**config.mk**
```make
export PLATFORM = sky130hd
export DESIGN_NAME = display_buf_streamer
export DESIGN_NICKNAME = d
export VERILOG_FILES = /design/src/rtl/display_buf_streamer.sv
export SDC_FILE = /design/constraint.sdc
export NUM_CORES = 1
export LEC_CHECK = 0
export ABC_CLOCK_PERIOD_IN_PS = 4200
export CAP_MARGIN = 20
export CELL_PAD_IN_SITES_DETAIL_PLACEMENT = 0
export CELL_PAD_IN_SITES_GLOBAL_PLACEMENT = 1
export CORE_AREA = 2 2 61 107
export CTS_CLUSTER_SIZE = 14
export DETAILED_ROUTE_END_ITERATION = 10
export DIE_AREA = 0 0 63 109
export GPL_TIMING_DRIVEN = 1
export PLACE_DENSITY_LB_ADDON = 0.1
export SYNTH_ARGS = -nofsm -noshare
export SYNTH_HDL_FRONTEND = slang
export SYNTH_SLANG_ARGS = --single-unit
```
**constraint.sdc**
```tcl
create_clock -name clk -period 4.2 [get_ports clk]
set_input_delay 0.42 -clock clk [delete_from_list [all_inputs] [get_ports clk]]
set_output_delay 0.42 -clock clk [all_outputs]
set_load 0.01 [all_outputs]
```
**src/rtl/display_buf_streamer.sv**
```systemverilog
// display_buf_streamer
// Scans the frame region of the shared display RAM in raster order, expands
// each RGB332 word to RGB565 and streams it to the LCD SPI driver over a
// valid/ready handshake. The updater may hold the RAM port between reads.
//
// state     | meaning
// ----------+------------------------------------------------------------
// S_IDLE    | no frame in progress; waiting for start
// S_ISSUE   | read for pixel n pending, blocked by hold
// S_WAIT    | read issued; counting RD_LAT edges until dout is valid
// S_PRESENT | pixel n on pix_data with pix_valid high, awaiting pix_ready

module display_buf_streamer #(
   parameter int LEN    = 12800,
   parameter int WIDTH  = 8,
   parameter int X_MAX  = 160,
   parameter int Y_MAX  = 80,
   parameter int RD_LAT = 2,
   parameter int ADDR_W = $clog2(LEN)
) (
   input  logic              clk,
   input  logic              rst,
   input  logic              start,
   output logic              busy,
   output logic              frame_done,
   input  logic              hold,
   output logic [ADDR_W-1:0] addr,
   output logic              rd_en,
   input  logic [WIDTH-1:0]  dout,
   output logic [15:0]       pix_data,
   output logic              pix_valid,
   input  logic              pix_ready
);

   localparam int NPIX  = X_MAX * Y_MAX;
   localparam int CNT_W = (NPIX > 1) ? $clog2(NPIX) : 1;
   localparam logic [CNT_W-1:0] LAST_PIX = CNT_W'(NPIX - 1);
   // Latency down-counter load: terminal count 0 is the dout capture edge.
   localparam logic [2:0] LAT_LOAD = 3'(RD_LAT - 1);

   typedef enum logic [1:0] {
      S_IDLE    = 2'd0,
      S_ISSUE   = 2'd1,
      S_WAIT    = 2'd2,
      S_PRESENT = 2'd3
   } state_t;

   state_t              state_q, state_d;
   logic [CNT_W-1:0]    n_q, n_d;
   logic [CNT_W-1:0]    n_inc;
   logic [ADDR_W-1:0]   addr_q, addr_d;
   logic                rd_en_q, rd_en_d;
   logic [15:0]         pix_data_q, pix_data_d;
   logic                pix_valid_q, pix_valid_d;
   logic                busy_q, busy_d;
   logic                frame_done_q, frame_done_d;
   logic [2:0]          lat_q, lat_d;

   // Bit replication keeps full-scale white at full scale after widening.
   function automatic logic [15:0] rgb332_to_565(input logic [7:0] p);
      return {p[7:5], p[7:6], p[4:2], p[4:2], p[1:0], p[1:0], p[1]};
   endfunction

   assign n_inc = n_q + CNT_W'(1);

   // Next-state and output decode for the scan FSM.
   always_comb begin
      state_d      = state_q;
      n_d          = n_q;
      addr_d       = addr_q;
      rd_en_d      = 1'b0;
      pix_data_d   = pix_data_q;
      pix_valid_d  = pix_valid_q;
      busy_d       = busy_q;
      frame_done_d = 1'b0;
      lat_d        = lat_q;

      case (state_q)
         S_IDLE: begin
            if (start) begin
               busy_d = 1'b1;
               n_d    = '0;
               if (!hold) begin
                  addr_d  = '0;
                  rd_en_d = 1'b1;
                  lat_d   = LAT_LOAD;
                  state_d = S_WAIT;
               end else begin
                  state_d = S_ISSUE;
               end
            end
         end

         S_ISSUE: begin
            if (!hold) begin
               addr_d  = ADDR_W'(n_q);
               rd_en_d = 1'b1;
               lat_d   = LAT_LOAD;
               state_d = S_WAIT;
            end
         end

         S_WAIT: begin
            // hold is deliberately ignored here: the read is already in flight.
            if (lat_q == 3'd0) begin
               pix_data_d  = rgb332_to_565(dout[7:0]);
               pix_valid_d = 1'b1;
               state_d     = S_PRESENT;
            end else begin
               lat_d = lat_q - 3'd1;
            end
         end

         S_PRESENT: begin
            if (pix_ready) begin
               pix_valid_d = 1'b0;
               if (n_q == LAST_PIX) begin
                  busy_d       = 1'b0;
                  frame_done_d = 1'b1;
                  state_d      = S_IDLE;
               end else begin
                  n_d = n_inc;
                  if (!hold) begin
                     addr_d  = ADDR_W'(n_inc);
                     rd_en_d = 1'b1;
                     lat_d   = LAT_LOAD;
                     state_d = S_WAIT;
                  end else begin
                     state_d = S_ISSUE;
                  end
               end
            end
         end

         default: state_d = S_IDLE;
      endcase
   end

   // State and output registers; reset aborts any frame in progress.
   always_ff @(posedge clk) begin
      if (rst) begin
         state_q      <= S_IDLE;
         n_q          <= '0;
         addr_q       <= '0;
         rd_en_q      <= 1'b0;
         pix_data_q   <= '0;
         pix_valid_q  <= 1'b0;
         busy_q       <= 1'b0;
         frame_done_q <= 1'b0;
         lat_q        <= '0;
      end else begin
         state_q      <= state_d;
         n_q          <= n_d;
         addr_q       <= addr_d;
         rd_en_q      <= rd_en_d;
         pix_data_q   <= pix_data_d;
         pix_valid_q  <= pix_valid_d;
         busy_q       <= busy_d;
         frame_done_q <= frame_done_d;
         lat_q        <= lat_d;
      end
   end

   assign busy       = busy_q;
   assign frame_done = frame_done_q;
   assign addr       = addr_q;
   assign rd_en      = rd_en_q;
   assign pix_data   = pix_data_q;
   assign pix_valid  = pix_valid_q;

endmodule

```
# Yosys cells after proc, flatten, opt, wreduce, memory -nomap -nowiden
# Index checks and enable logic that the tools add are counted.
[op_classes] add_sub_neg=2 eq_ne=13 n_mux=37 bitwise_logic=2 n_reduce_logical=13
[op_table] op="two-way mux 14 bit" n=9
[op_table] op="case mux 14 bit (3 select lines)" n=1
[op_table] op="case mux 14 bit (2 select lines)" n=1
[op_table] op="inequality test 2 bit, second input constant" n=9
[op_table] op="AND reduction 4 bit" n=4
[op_table] op="two-way mux 3 bit" n=5
[op_table] op="adder 14 x 1 -> 14 bit, second input constant" n=1
[op_table] op="equality test 14 bit, second input constant" n=1
[op_table] op="two-way mux 2 bit" n=6
[op_table] op="case mux 3 bit (4 select lines)" n=1
[op_table] op="two-way mux 1 bit" n=10
[op_table] op="case mux 2 bit (4 select lines)" n=1
[op_table] op="AND reduction 7 bit" n=1
[op_table] op="equality test 2 bit, second input constant" n=2
[op_table] op="case mux 1 bit (2 select lines)" n=2
[op_table] op="nonzero test 2 bit" n=2
[op_table] op="zero test 3 bit" n=1
[op_table] op="case mux 1 bit (3 select lines)" n=1
[op_table] op="AND reduction 3 bit" n=1
[op_table] op="nonzero test 3 bit" n=1
[op_table] op="OR reduction 3 bit" n=1
[op_table] op="subtractor 3 x 1 -> 3 bit, second input constant" n=1
[op_table] op="equality test 2 x 1 -> 1 bit, second input constant" n=1
[op_table] op="zero test 2 bit" n=1
[op_table] op="other kinds (2)" n=3
[word_totals] reg_bits=53 out_inout_bits=34

# Depth between registers and ports, before layout
[logic_depth] depth_word=5 mapped_depth=8 depth_no_buf=7

# Worst setup path before layout
# No wires, ideal clock.
[synth_path] kind="reg-to-reg" from="reg n_q[1]" to="reg addr_q[6] (netlist: addr[6])" arrival_time_ns=1.931 required_ns=4.068 setup_slack_ns=2.137 stages_incl_launch_ff=8 n_path_buf=1 synth_period_minus_slack_ns=2.063 cell_sequence="dfxtp_1 > ha_1 > nand4_4 > or4_4 > and3_4 > buf_6 > nand3_1 > a21oi_1"
[synth_between] elab_chain_len=5 word_cells_on_any_way=8
[synth_lines] item="start, declared" line_no="49" source="logic [CNT_W-1:0] n_q, n_d;"
[synth_lines] item="start signal, assigned" line_no="153" source="n_q <= n_d;"
[synth_lines] item="adder 14 x 1 -> 14 bit" line_no="64" source="assign n_inc = n_q + CNT_W'(1);"
[synth_lines] item="two-way mux 14 bit" line_no="123" source="if (!hold) begin"
[synth_lines] item="two-way mux 14 bit" line_no="117" source="if (n_q == LAST_PIX) begin"
[synth_lines] item="two-way mux 14 bit" line_no="115" source="if (pix_ready) begin"
[synth_lines] item="case mux 14 bit (3 select lines)" line_no="78" source="case (state_q)"
[synth_lines] item="end signal, assigned" line_no="154" source="addr_q <= addr_d;"
[synth_lines] item="end, declared" line_no="51" source="logic [ADDR_W-1:0] addr_q, addr_d;"
# Parallel ways exist; a longest one is shown, timed or not. The select of a mux whose other input is x is not followed.
# A chain may end at the register's enable or synchronous reset.

# Worst setup path after layout
[layout_path] from="reg state_q[1]" to="reg n_q[11]"
[layout_between] elab_chain_len=3 word_cells_on_any_way=8
[layout_lines] item="start, declared" line_no="48" source="state_t state_q, state_d;"
[layout_lines] item="start signal, assigned" line_no="152" source="state_q <= state_d;"
[layout_lines] item="equality test 2 bit / zero test 2 bit (equally long branches)" line_no="78"
[layout_lines] item="inequality test 2 bit (no line) / nonzero test 2 bit (equally long branches)"
[layout_lines] item="AND reduction 4 bit (no line)"
# Parallel ways exist; a longest one is shown, timed or not.

==> results.yml <==
status:
  outcome: "complete, no violations"
synth:
  synthFlopType: "dfxtp_1"
  synth_top_cell_by_area: "dfxtp_1"
  ys_ff_latch: 45
  yosys-top-cells-area: "dfxtp_1 (38%), a21oi_1 (7.5%), nand2_1 (6.6%)"
  avgSynthCellArea_sq_um: 8.09
  netlist_area_sq_mm: 0.00234
  synth-seq-area-share_pct: 38.4
  synth_top_area_share_pct: 38.4
  syn-num-nets: 306
  netlist_instances: 290
  synthDistinctLibCells: 52
  synth_edf_count: 0
  async_reset_ff_share_pct: 0
  yosysWarnings: 0
drt:
  routed-via-count: 2135
  drc_errors: 0
  drtPass1Iterations: 4
  wl_per_cell_um: 14.8
  ant_nets: 0
  vias_per_cell: 5.34
  initialDrtViolationCount: 60
  wl_um: 5910
worst_setup_path:
  r2r_start: "state_q[1]"
  r2r.worst_path.cells: 6
  cp-end-kind: "flop"
  cp.required_ps: 4420
  arrival_ps: 2610
  crit_type: "reg -> reg"
  cp_max_fo: 25
  rrSetupSlack_ps: 1820
  start_kind: "flop"
  r2r_end: "n_q[11]"
clocking:
  cts_root_buf: "clkbuf_8"
  ctsHoldBuffers: 0
  cts_setup_buffers: 0
  insertion_delay_ps: 310
  cts_tree: "done"
  clock-sinks: 45
  htree_num_levels: 2
  cts_made_buffers: 5
  clockBufferDepth: 2
  cts_resized: 0
  clk_pin_slew_ps: 90
power_and_ir_drop:
  p_clk_share_pct: 30.6
  power_density_mw_per_mm2: 302
  peakVddDrop_uv: 191
  pwr-share-comb_pct: 16.9
  swShare_pct: 28.3
  power.leakage_nw: 0.973
  switchingPower_mw: 0.246
  seqPwrFrac_pct: 52.5
  p_int_mw: 0.621
place:
  dp_hpwl_um: 4390
  portBuffers: 46
  placedCellCount: 392
  gp_congestion: 0.830
finish:
  layout.cells.non_filler: 400
  insertedDiodeCount: 0
  area_growth_pct: 22.3
  drive_above_1_share_pct: 7.19
  fin_nets: 335
  layout_common_cells: "clkdlybuf4s50_1 (46), dfxtp_1 (45), nand2_1 (41)"
  layout_commonest_cell: "clkdlybuf4s50_1"
global_routing:
  grt_pass1_vias: 2033
  grt_max_degree: 32
  grt_pass1_wl_um: 9840
  grt_usage_pct: 18.1
  antenna_found_initial: 0
  grt_overflow: 0
timing:
  slew_headroom_pct: 42.8
  period_needed_ps: 2380
  setup_tns_ps: 0
  rsz0062_at_grt: "false"
  hold_viol: 0
  setup_viol: 0
  fmax_mhz: 420
  final.period_utilization_pct: 56.7
  tightest_slew_ps: 857
  drv_slew: 0
  skew_ps: 9.54
die:
  rows: 38
  die-area_sq_mm: 0.00687
  ioPinCount: 47
  start_util_pct: 38.8
  die_w_um: 63
  die_h_um: 109
  core_sq_mm: 0.00604
worst_hold_path:
  hold_path_startpoint: "addr[3]"
  hp-class: "reg -> reg"
  holdPathEnd: "addr[3]"
  min_path_cells: 2
flow_run:
  max_cap_viol_count: 0
[per-layer routing]
layer | part of all wire, % | GRT usage, %
met1 | 40 | 19.2
met2 | 53 | 33.6
met3 | 4.1 | 3.61
met4 | 2.9 | 9.37
met5 | 0 | 0
[power by group through the flow]
| stage | Combinational (mW) | Sequential [mW] | Clock (mW) |
|---|---|---|---|
| after CTS | 0.149 | 0.455 | 0.280 |
| after detailed placement | 0.148 | 0.466 | 0 |
| final | 0.147 | 0.455 | 0.265 |
| after floorplan | 0.0949 | 0.464 | 0 |
| after global placement | 0.149 | 0.465 | 0 |
| after global routing | 0.162 | 0.459 | 0.295 |
[cells by family (layout without fill, tap and decap cells)]
group | count (synthesis) | in the layout | share of synthesized area, %
simple gates | 130 | 130 | 30.4
fa+ha+maj | 3 | 3 | 1.60
xor+xnor | 14 | 14 | 5.23
buf+inv | 34 | 64 | 7.36
flops | 45 | 45 | 38.4
compound gates | 63 | 63 | 16.5
mux | 1 | 1 | 0.480
[synthesized netlist by cell type, types with 3 or more instances]
| library cell | n |
|---|---|
| a211oi_1 | 4 |
| a21oi_1 | 35 |
| and3_1 | 4 |
| buf_2 | 3 |
| buf_4 | 9 |
| clkbuf_1 | 13 |
| dfxtp_1 | 45 |
| ha_1 | 3 |
| inv_1 | 6 |
| nand2_1 | 41 |
| nand3_1 | 24 |
| nand4_1 | 8 |
| nand4b_1 | 3 |
| nor2_1 | 17 |
| nor3_1 | 7 |
| o21ai_0 | 7 |
| o2bb2ai_1 | 3 |
| xnor2_1 | 6 |
| xor2_1 | 8 |
[worst max path at each step]
stage                     startpoint  slack [ps]      end
after floorplan               n_q[1]        2140  addr[6]
after global placement         start        1790   n_q[8]
after detailed placement       start        1790   n_q[8]
after CTS                     n_q[0]        1790  n_q[11]
after global routing          n_q[0]        1610   n_q[8]
final                     state_q[1]        1820  n_q[11]
[critical path, cell delays in order (launching register included)]
cell and delay, ps:
dfxtp_1 890, and2_0 220, buf_4 160, nand2_1 190, nor4_1 550, nor2_1 80, a211oi_1 210
[flip-flops by register name (all words and copies together), names as in the netlist]
signal	flops
addr	14
busy	1
frame_done	1
lat_q	3
n_q	14
pix_data	8
pix_valid	1
rd_en	1
state_q	2
[per-stage QoR]
stage                     power [mW]  worst slack, ps  hold WS [ps]  area, sq um  util [%]
after CTS                      0.884             1790           459         2870      47.5
after floorplan                0.559             2140           454         2340         -
final                          0.867             1820           453         2870      47.5
after detailed placement       0.614             1790           447         2790      46.1
after global routing           0.916             1610           480         2870      47.5
after global placement         0.614             1790           438         2790      46.1
[cell type report]
cell class / count / area [sq um]
inverter: 6 / 22.5
fill: 641 / 3170
timing repair buffer: 50 / 490
clock inverter: 2 / 10.0
multi-input combinational: 211 / 1270
tap: 80 / 100
clock buffer: 6 / 72.6
sequential: 45 / 901
(Power assumes the default switching activity.)
